**config.mk**
```make
export PLATFORM = sky130hd
export DESIGN_NAME = ila_capture_flat
export DESIGN_NICKNAME = d
export VERILOG_FILES = /design/src/rtl/ila_capture_if.sv /design/src/rtl/ila_capture.sv /design/src/flat_wrapper.sv
export SDC_FILE = /design/constraint.sdc
export NUM_CORES = 1
export LEC_CHECK = 0
export BUFFER_PORTS_ARGS = -buffer_cell sky130_fd_sc_hd__clkbuf_2
export CAP_MARGIN = 20
export CORE_ASPECT_RATIO = 1.2
export CORE_MARGIN = 8
export CORE_UTILIZATION = 35
export DETAILED_ROUTE_END_ITERATION = 10
export GPL_TIMING_DRIVEN = 0
export PLACE_DENSITY_LB_ADDON = 0.05
export SYNTH_ARGS = -nofsm -noshare
export SYNTH_HDL_FRONTEND = slang
export SYNTH_SLANG_ARGS = --single-unit
```
**constraint.sdc**
```tcl
create_clock -name CLK -period 4.8 [get_ports CLK]
set_clock_uncertainty 0.15 [all_clocks]
set_input_delay 0.72 -clock CLK [delete_from_list [all_inputs] [get_ports CLK]]
set_output_delay 0.72 -clock CLK [all_outputs]
set_load 0.005 [all_outputs]
```
**src/rtl/ila_capture_if.sv**
```systemverilog
// Probe, trigger-setup, readout and status bundle
// for the ila_capture logic analyser core.
interface ila_capture_if #(
    parameter int DEPTH = 64
);
    localparam int AW = $clog2(DEPTH);

    logic          probe0;
    logic [3:0]    probe1;
    logic          ARM;
    logic [4:0]    TRIG_MASK;
    logic [4:0]    TRIG_VALUE;
    logic [AW-1:0] RD_ADDR;
    logic [4:0]    RD_DATA;
    logic          ARMED;
    logic          TRIGGERED;
    logic          DONE;

    modport master (
        output probe0, probe1, ARM,
        output TRIG_MASK, TRIG_VALUE, RD_ADDR,
        input  RD_DATA, ARMED, TRIGGERED, DONE
    );

    modport slave (
        input  probe0, probe1, ARM,
        input  TRIG_MASK, TRIG_VALUE, RD_ADDR,
        output RD_DATA, ARMED, TRIGGERED, DONE
    );
endinterface

```
**src/rtl/ila_capture.sv**
```systemverilog
// Integrated logic analyser: circular capture of a 5-bit probe
// around a masked trigger, then registered readout from the oldest sample.
module ila_capture #(
    parameter int DEPTH    = 64,
    parameter int PRE_TRIG = 16
) (
    input  logic         CLK,
    input  logic         RESET,
    ila_capture_if.slave bus
);
    localparam int AW = $clog2(DEPTH);
    localparam logic [AW-1:0] PRE_LAST  = AW'(PRE_TRIG - 1);
    localparam logic [AW-1:0] POST_LAST = AW'(DEPTH - PRE_TRIG - 2);

    typedef enum logic [2:0] {
        S_IDLE,
        S_PRETRIG,
        S_WAIT,
        S_POST,
        S_DONE
    } state_t;

    state_t        state_q, state_d;
    logic [AW-1:0] wptr_q, wptr_d;
    logic [AW-1:0] cnt_q, cnt_d;
    logic [AW-1:0] oldest_q, oldest_d;
    logic [4:0]    rd_data_q;
    logic [4:0]    mem [DEPTH];
    logic [4:0]    sample;
    logic [AW-1:0] raddr;
    logic          hit;
    logic          we;

    assign sample = {bus.probe0, bus.probe1};
    assign hit    = ((sample ^ bus.TRIG_VALUE) & bus.TRIG_MASK) == 5'd0;
    assign raddr  = oldest_q + bus.RD_ADDR;

    always_ff @(posedge CLK or posedge RESET) begin
        if (RESET) begin
            state_q  <= S_IDLE;
            wptr_q   <= '0;
            cnt_q    <= '0;
            oldest_q <= '0;
        end else begin
            state_q  <= state_d;
            wptr_q   <= wptr_d;
            cnt_q    <= cnt_d;
            oldest_q <= oldest_d;
        end
    end

    always_comb begin
        state_d  = state_q;
        wptr_d   = wptr_q;
        cnt_d    = cnt_q;
        oldest_d = oldest_q;
        we       = 1'b0;
        unique case (state_q)
            S_IDLE, S_DONE: begin
                if (bus.ARM) begin
                    state_d = S_PRETRIG;
                    wptr_d  = '0;
                    cnt_d   = '0;
                end
            end
            S_PRETRIG: begin
                we     = 1'b1;
                wptr_d = wptr_q + 1'b1;
                cnt_d  = cnt_q + 1'b1;
                if (cnt_q == PRE_LAST) begin
                    state_d = S_WAIT;
                    cnt_d   = '0;
                end
            end
            S_WAIT: begin
                we     = 1'b1;
                wptr_d = wptr_q + 1'b1;
                if (hit) begin
                    state_d = S_POST;
                    cnt_d   = '0;
                end
            end
            S_POST: begin
                we     = 1'b1;
                wptr_d = wptr_q + 1'b1;
                cnt_d  = cnt_q + 1'b1;
                // Slot after the final write is the oldest surviving sample
                if (cnt_q == POST_LAST) begin
                    state_d  = S_DONE;
                    oldest_d = wptr_q + 1'b1;
                end
            end
            default: state_d = S_IDLE;
        endcase
    end

    always_ff @(posedge CLK) begin
        if (we) begin
            mem[wptr_q] <= sample;
        end
    end

    always_ff @(posedge CLK or posedge RESET) begin
        if (RESET) begin
            rd_data_q <= '0;
        end else begin
            rd_data_q <= mem[raddr];
        end
    end

    assign bus.RD_DATA   = rd_data_q;
    assign bus.ARMED     = (state_q == S_PRETRIG) || (state_q == S_WAIT);
    assign bus.TRIGGERED = (state_q == S_POST) || (state_q == S_DONE);
    assign bus.DONE      = (state_q == S_DONE);
endmodule

```
**src/flat_wrapper.sv**
```systemverilog
// flat-port wrapper written by rule: the top's interface ports become plain ports
module ila_capture_flat 
#(
    parameter int DEPTH    = 64,
    parameter int PRE_TRIG = 16
)
  (CLK, RESET, bus_probe0, bus_probe1, bus_ARM, bus_TRIG_MASK, bus_TRIG_VALUE, bus_RD_ADDR, bus_RD_DATA, bus_ARMED, bus_TRIGGERED, bus_DONE);
  ila_capture_if #(.DEPTH(DEPTH)) bus_i ();
  input  logic CLK;
  input  logic RESET;
  input wire logic [$bits(bus_i.probe0)-1:0] bus_probe0;
  input wire logic [$bits(bus_i.probe1)-1:0] bus_probe1;
  input wire logic [$bits(bus_i.ARM)-1:0] bus_ARM;
  input wire logic [$bits(bus_i.TRIG_MASK)-1:0] bus_TRIG_MASK;
  input wire logic [$bits(bus_i.TRIG_VALUE)-1:0] bus_TRIG_VALUE;
  input wire logic [$bits(bus_i.RD_ADDR)-1:0] bus_RD_ADDR;
  output wire logic [$bits(bus_i.RD_DATA)-1:0] bus_RD_DATA;
  output wire logic [$bits(bus_i.ARMED)-1:0] bus_ARMED;
  output wire logic [$bits(bus_i.TRIGGERED)-1:0] bus_TRIGGERED;
  output wire logic [$bits(bus_i.DONE)-1:0] bus_DONE;
  assign bus_i.probe0 = bus_probe0;
  assign bus_i.probe1 = bus_probe1;
  assign bus_i.ARM = bus_ARM;
  assign bus_i.TRIG_MASK = bus_TRIG_MASK;
  assign bus_i.TRIG_VALUE = bus_TRIG_VALUE;
  assign bus_i.RD_ADDR = bus_RD_ADDR;
  assign bus_RD_DATA = bus_i.RD_DATA;
  assign bus_ARMED = bus_i.ARMED;
  assign bus_TRIGGERED = bus_i.TRIGGERED;
  assign bus_DONE = bus_i.DONE;
  ila_capture #(.DEPTH(DEPTH), .PRE_TRIG(PRE_TRIG)) u_core (.CLK(CLK), .RESET(RESET), .bus(bus_i));
endmodule
```
==> results of run 1 <==
cell usage after synthesis, types with 4 or more instances:
cell type,instances
inv_1,9
o22ai_1,5
o21ai_0,27
buf_2,12
nor2_1,107
buf_4,6
xor2_1,9
nand2b_1,5
nand2_1,72
a21oi_1,11
a32o_1,4
ha_1,8
dfrtp_1,26
mux4_2,81
edfxtp_1,320
clkbuf_1,21
nand3_1,34
xnor2_1,7
a31oi_1,4
power by group:
part	switching (µW)	leakage, µW	internal (µW)
Sequential	81.2	0.00321	3530
Clock	1120	0.000542	1480
Combinational	773	0.00154	344
cell usage in the layout (no fill, tap or decap), types with 2 or more instances in the layout:
| master | count |
|---|---|
| nand3_1 | 34 |
| clkbuf_2 | 31 |
| or3_1 | 2 |
| xnor2_1 | 7 |
| a21o_1 | 2 |
| dfrtp_1 | 26 |
| a22oi_1 | 3 |
| inv_6 | 2 |
| inv_1 | 9 |
| buf_4 | 6 |
| clkbuf_8 | 4 |
| buf_12 | 5 |
| buf_6 | 2 |
| clkbuf_16 | 37 |
| or2_2 | 3 |
| o31ai_1 | 2 |
| nor2_1 | 107 |
| nor3_1 | 3 |
| clkinv_1 | 7 |
| nor2b_1 | 3 |
| clkinv_2 | 7 |
| mux2i_1 | 2 |
| a211oi_1 | 3 |
| edfxtp_1 | 320 |
| a32o_1 | 4 |
| xor2_1 | 9 |
| nand2_1 | 72 |
| buf_2 | 12 |
| a31oi_1 | 4 |
| a21oi_1 | 11 |
| o22ai_1 | 5 |
| ha_1 | 8 |
| clkinvlp_4 | 2 |
| o21ai_0 | 27 |
| nand2b_1 | 5 |
| or3b_2 | 2 |
| clkbuf_1 | 26 |
| nand3b_1 | 2 |
| mux4_2 | 81 |
registers in the layout, summed over array words and instances, names as in the netlist:
signal,flops
u_core.mem,320
u_core.oldest_q,6
u_core.wptr_q,6
u_core.state_q,3
u_core.cnt_q,6
u_core.bus.RD_DATA,5
metrics by stage:
stage / utilization, % / instances / hold WS, ns / setup WS [ns]
2_1_floorplan: - / 817 / 0.3038 / 1.747
3_3_place_gp: 37.63 / 1381 / 0.3379 / 0.4124
3_5_place_dp: 37.88 / 1386 / 0.3317 / 0.3955
4_1_cts: 40.65 / 1451 / 0.2850 / 0.8588
5_1_grt: 40.74 / 1453 / 0.2919 / 0.7800
6_report: 40.74 / 1453 / 0.3099 / 0.9845
metal layers:
metal	track usage (%)	part of all wire [%]	up-vias
li1	-	-	3339
met1	19.61	42	3841
met2	26.10	50	228
met3	2.222	4.4	65
met4	5.781	3.5	0
met5	0	0	-
logic make-up after synthesis:
family,after synthesis
AO/OA/AOI/OAI,69
buffers and inverters,51
flip-flops,346
adder cells (fa/ha/maj),9
AND/OR/NAND/NOR,239
XOR/XNOR,18
multiplexers,85
final cells by class:
cell class / instances / area [µm²]
multi-input combinational: 420 / 3665
fill: 3691 / 23610
timing repair buffer: 38 / 292.8
clock inverter: 19 / 102.6
tap: 533 / 666.9
clock buffer: 46 / 999.7
buffer: 42 / 210.2
sequential: 346 / 10260
inverter: 9 / 33.78
worst paths after layout:
path | from | to | slack [ns] | depth (start not counted)
setup / recovery | u_core.oldest_q[0] | u_core.bus.RD_DATA[1] | 0.98 | 11
hold / removal | bus_ARM | u_core.state_q[2] | 0.31 | 2
setup reg to reg | u_core.oldest_q[0] | u_core.bus.RD_DATA[1] | 0.98 | 11
hold reg to reg | u_core.oldest_q[0] | u_core.oldest_q[0] | 0.34 | 2
max in group asynchronous | RESET | u_core.cnt_q[1] | 3.52 | 4
min in group asynchronous | RESET | u_core.wptr_q[5] | 0.54 | 3
what timing repair did:
| action | CTS | global route |
|---|---|---|
| hold buffers | 0 | 1 |
| endpoints found under the hold margin | 0 | 4 |
| buffers inserted | 0 | 0 |
==> qor.yml, run 1 <==
final_area_um2: 16230
gr-usage-all-layers_pct: 15.38
cts_buffer_depth: 3
vias: 7473
drcViolationCount: 0
worstPathRequired_ns: 5.05
rows: 80
dp_hpwl_um: 24430
fin_nets: 926
yosysWarnings: 0
yosysTopAreaCell: "edfxtp_1"
drive_gt1_share_pct: 22.17
tns_ns: 0
crit_chain: "ha_1 -> inv_1 -> fa_1 -> buf_2 -> clkbuf_1 -> mux4_2 -> nand2_1 -> a21oi_1 -> o22ai_1 -> a32o_1 -> a31oi_1"
synth_ff_type: "edfxtp_1"
critical_path_buf_inv_count: 3
hp-class: "input port to register"
slew_violations: 0
vias_per_cell: 5.143
grt_overflow: 0
first_pass_iters: 5
synth_top_family_by_area: "multiplexers"
powerDensity_nw_per_um2: 451.0
maxCapViolCount: 0
ir_drop_mv: 0.2906
rsz0062_at_grt: "no"
syn_area_per_cell_um2: 17.34
min_period_ns: 3.815
crit_slowest_cell: "clkbuf_1"
final_antenna_net_count: 0
clock_latency_ns: 0.53
arrival_ns: 4.07
startpoint_type: "register"
post-route-period-util_pct: 79.49
cts_made_buffers: 36
wl_um: 35660
final_hold_viol_count: 0
status: "complete, no violations"
power_uw: 7320
finalSetupViolCount: 0
synthXorXnorAreaFrac_pct: 1.298
max_stage_delay_ns: 0.66
coreArea_um2: 39840
drt_iter0_drc: 486
async_flop_share_pct: 7.514
grt_max_degree: 42
ys_ff_latch: 346
cts_tree: "built"
placed_cell_area_um2: 15090
area_growth_pct: 14.55
io_buffers: 31
synth_mux_area_share_pct: 13.28
cp_top_family: "compound AO/OA/AOI/OAI gates"
endpoint_kind: "register"
first_global_vias: 8022
clkTransAtPathRegs_ns: 0.06
synth_seq_area_share_pct: 72.41
place_congestion: 0.8242
antenna_cells: 0
synthTopCellsByArea: "edfxtp_1 (68%), mux4_2 (13%), dfrtp_1 (4.6%)"
synth_top_area_share_pct: 67.82
synth.net_count: 850
route.detailed.wl_per_inst_um: 24.54
synth-compound-area-share_pct: 3.206
synth_edf_count: 320
die_height_um: 236.4
syn_area_um2: 14170
p_leak_uw: 0.005291
ctsRootBufferMaster: "clkbuf_16"
synth.distinct_cells: 51
cts-resized-gates: 0
grt_pass1_wl_um: 52750
htreeDepth: 2
yosys.area_share.simple_pct: 7.232
critical_path_class: "register to register"
die-area_um2: 47200
start_util_pct: 35.57
grt_antenna_before_repair: 0
syn_inst: 817
critical_path.max_fanout: 10
worst_pin_slew_ns: 0.8588
clock.fmax_mhz: 262.1
io_pins: 32
die_w_um: 199.7
synth-adder-area-share_pct: 0.8478
slew_headroom_pct: 42.75
clock-sinks: 346
Note: power is estimated with default switching activity, not from simulation.
==> inputs of run 2 (changes only) <==
==> constraint.sdc (replaced) <==
create_clock -name CLK -period 3.6 [get_ports CLK]
set_clock_uncertainty 0.15 [all_clocks]
set_input_delay 0.54 -clock CLK [delete_from_list [all_inputs] [get_ports CLK]]
set_output_delay 0.54 -clock CLK [all_outputs]
set_load 0.005 [all_outputs]
==> run 2 against run 1 <==
Against the previous run: worst hold slack worse by 0.18 ns; global-route usage about the same; critical path depth is the same; combinational power up 33%; clock power grew 34%; cell count unchanged; via count decreased by 0.33%; sequential share of layout area down 0.073 points; non-clock buffer count did not move; setup slack lost 0.83 ns; fmax increased by 11%; critical path type unchanged; critical endpoint is now u_core.bus.RD_DATA[0]; largest cell class unchanged; largest power group unchanged.
==> qor.yml, run 2 (same netlist as run 1, synthesis figures left out) <==
endpoint_kind: "register"
vias_per_cell: 5.126  # -0.33%
hp-class: "input port to register"
rr_startpoint: "u_core.oldest_q[0]"
startpoint_type: "register"
fin_util_pct: 40.79  # +0.047 points
clkTransAtPathRegs_ns: 0.06  # about the same
power_frac_comb_pct: 15.2  # about the same
cts_made_buffers: 36  # unchanged
rows: 80  # unchanged
crit_chain: "ha_1 -> inv_1 -> fa_1 -> nand2b_1 -> a21oi_4 -> xnor2_1 -> clkbuf_1 -> a21oi_1 -> o22ai_1 -> a32o_1 -> a31oi_1"
rsz0062_at_grt: "no"
drt_iter0_drc: 472  # -2.9%
drcViolationCount: 0  # unchanged
antenna_cells: 0  # unchanged
p_leak_uw: 0.005311  # +0.38%
largest_register_ffs: 320  # unchanged
vias: 7448  # -0.33%
io_buffers: 31  # unchanged
arrival_ns: 3.70  # -0.37 ns
layout_commonest_cell: "edfxtp_1"
io_pins: 32  # unchanged
min_period_ns: 3.449  # -0.3664 ns
max_stage_delay_ns: 0.48  # -0.18 ns
powerDensity_nw_per_um2: 600.9  # +33%
place_congestion: 0.8242  # unchanged
area_growth_pct: 14.69
clock-sinks: 346  # unchanged
p_sw_share_pct: 26.94  # about the same
final_antenna_net_count: 0  # unchanged
coreArea_um2: 39840  # unchanged
final_hold_viol_count: 0  # unchanged
clockPowerShare_pct: 35.5  # about the same
grt_overflow: 0  # unchanged
ctsRootBufferMaster: "clkbuf_16"
fillerInstances: 3696  # +0.14%
pre_cts_slack_ns: -0.6245  # -1.020 ns
first_pass_iters: 5  # unchanged
fin_nets: 926  # unchanged
status: "complete, no violations"
ir_drop_mv: 0.3875  # +33%
cts_tree: "built"
worstPathRequired_ns: 3.86  # -1.19 ns
regToRegEndpoint: "u_core.bus.RD_DATA[0]"
clock_latency_ns: 0.53  # about the same
setup_ws_ns: 0.1509  # -0.8336 ns
die_w_um: 199.7  # unchanged
power_uw: 9764  # +33%
clock.fmax_mhz: 289.9  # +11%
worst_pin_slew_ns: 0.8563  # -0.002496 ns
gr-usage-all-layers_pct: 15.38  # about the same
critical_path_class: "register to register"
seqPwrFrac_pct: 49.3  # about the same
die-area_um2: 47200  # unchanged
rrSetupSlack_ns: 0.15  # -0.83 ns
final_area_um2: 16250  # +0.12%
htreeDepth: 2  # unchanged
slew_violations: 0  # unchanged
maxCapViolCount: 0  # unchanged
rr_worst_depth: 11  # unchanged
postCtsSetupBuffers: 0  # unchanged
power.switching_uw: 2630  # +33%
final_cell_mix: "edfxtp_1 (320), nor2_1 (107), mux4_2 (81)"
top_register: "u_core.mem"
crit_slowest_cell: "fa_1"
dp_hpwl_um: 24430  # unchanged
tns_ns: 0  # unchanged
start_util_pct: 35.57  # unchanged
grt_antenna_before_repair: 0  # unchanged
wl_um: 35670  # about the same
cts_buffer_depth: 3  # unchanged
slew_headroom_pct: 42.91  # +0.17 points
route.detailed.wl_per_inst_um: 24.55  # about the same
whs_path_depth: 2  # unchanged
die_height_um: 236.4  # unchanged
finalSetupViolCount: 0  # unchanged
post-route-period-util_pct: 95.81  # +16 points
cp-startpoint: "u_core.oldest_q[0]"
internal_power_uw: 7134  # +33%
grt_max_degree: 42  # unchanged
grt_pass1_wl_um: 52780  # about the same
endpoint: "u_core.bus.RD_DATA[0]"
critical_path.max_fanout: 10  # unchanged
placed_cell_area_um2: 15090  # unchanged
first_global_vias: 8021  # -0.012%
drive_gt1_share_pct: 22.93  # +0.76 points
[run 2: changes by cell type in the layout (fill, tap and decap cells not counted), sizes merged]
| cell | change |
|---|---|
| buf | -1 |
| clkbuf | +1 |
[run 2: what timing repair did]
| action | 4_1_cts | 5_1_grt |
|---|---|---|
| hold buffers | 0 | 1 |
| setup endpoints to repair | 4 | 4 |
| resized for setup | 4 | 10 |
| hold endpoints to repair | 0 | 5 |
[run 2: power groups by stage]
stage | logic, µW | clock network [µW] | registers (µW)
global placement | 1450 | 0 | 4880
CTS | 1500 | 3540 | 4810
finish | 1490 | 3470 | 4810
global route | 1620 | 3690 | 4840
floorplan | 881 | 0 | 4860
detailed placement | 1500 | 0 | 4900
[run 2: how the worst min path moves through the flow]
stage	start	endpoint
3_3_place_gp	u_core.oldest_q[0]	u_core.oldest_q[0]
5_1_grt	bus_ARM	u_core.state_q[2]
6_report	bus_ARM	u_core.state_q[2]
3_5_place_dp	u_core.oldest_q[0]	u_core.oldest_q[0]
2_1_floorplan	u_core.oldest_q[0]	u_core.oldest_q[0]
4_1_cts	bus_ARM	u_core.state_q[2]
[run 2: metal layers]
| metal | vias up | wire length (µm) | share of wire (%) | track usage [%] |
|---|---|---|---|---|
| li1 | 3340 | - | - | - |
| met1 | 3836 | 15130 | 42 | 19.63 |
| met2 | 210 | 17920 | 50 | 26.09 |
| met3 | 62 | 1397 | 3.9 | 2.222 |
| met4 | 0 | 1215 | 3.4 | 5.804 |
| met5 | - | 0 | 0 | 0 |
[run 2: cell type report]
| class | count | area, µm² | area share (%) |
|---|---|---|---|
| timing repair buffer | 38 | 292.8 | 1.802 |
| tap | 533 | 666.9 | 4.104 |
| buffer | 42 | 225.2 | 1.386 |
| inverter | 9 | 33.78 | 0.2079 |
| multi-input combinational | 420 | 3669 | 22.58 |
| sequential | 346 | 10260 | 63.14 |
| clock buffer | 46 | 999.7 | 6.152 |
| clock inverter | 19 | 102.6 | 0.6314 |
[run 2: per-stage QoR]
| stage | hold slack (ns) | std cells |
|---|---|---|
| after floorplan | 0.3038 | 817 |
| final | 0.1253 | 1453 |
| after global placement | 0.3379 | 1381 |
| after detailed placement | 0.3317 | 1386 |
| after CTS | 0.1050 | 1451 |
| after global routing | 0.1119 | 1453 |
[run 2: worst max-delay path, delay by kind of cell (launching register included)]
kind	cells	cell delay, ns
AO/OA/AOI/OAI	5	1.40
adder cells (fa/ha/maj)	2	0.64
buffers and inverters	2	0.37
flip-flops	1	0.35
AND/OR/NAND/NOR	1	0.23
XOR/XNOR	1	0.20
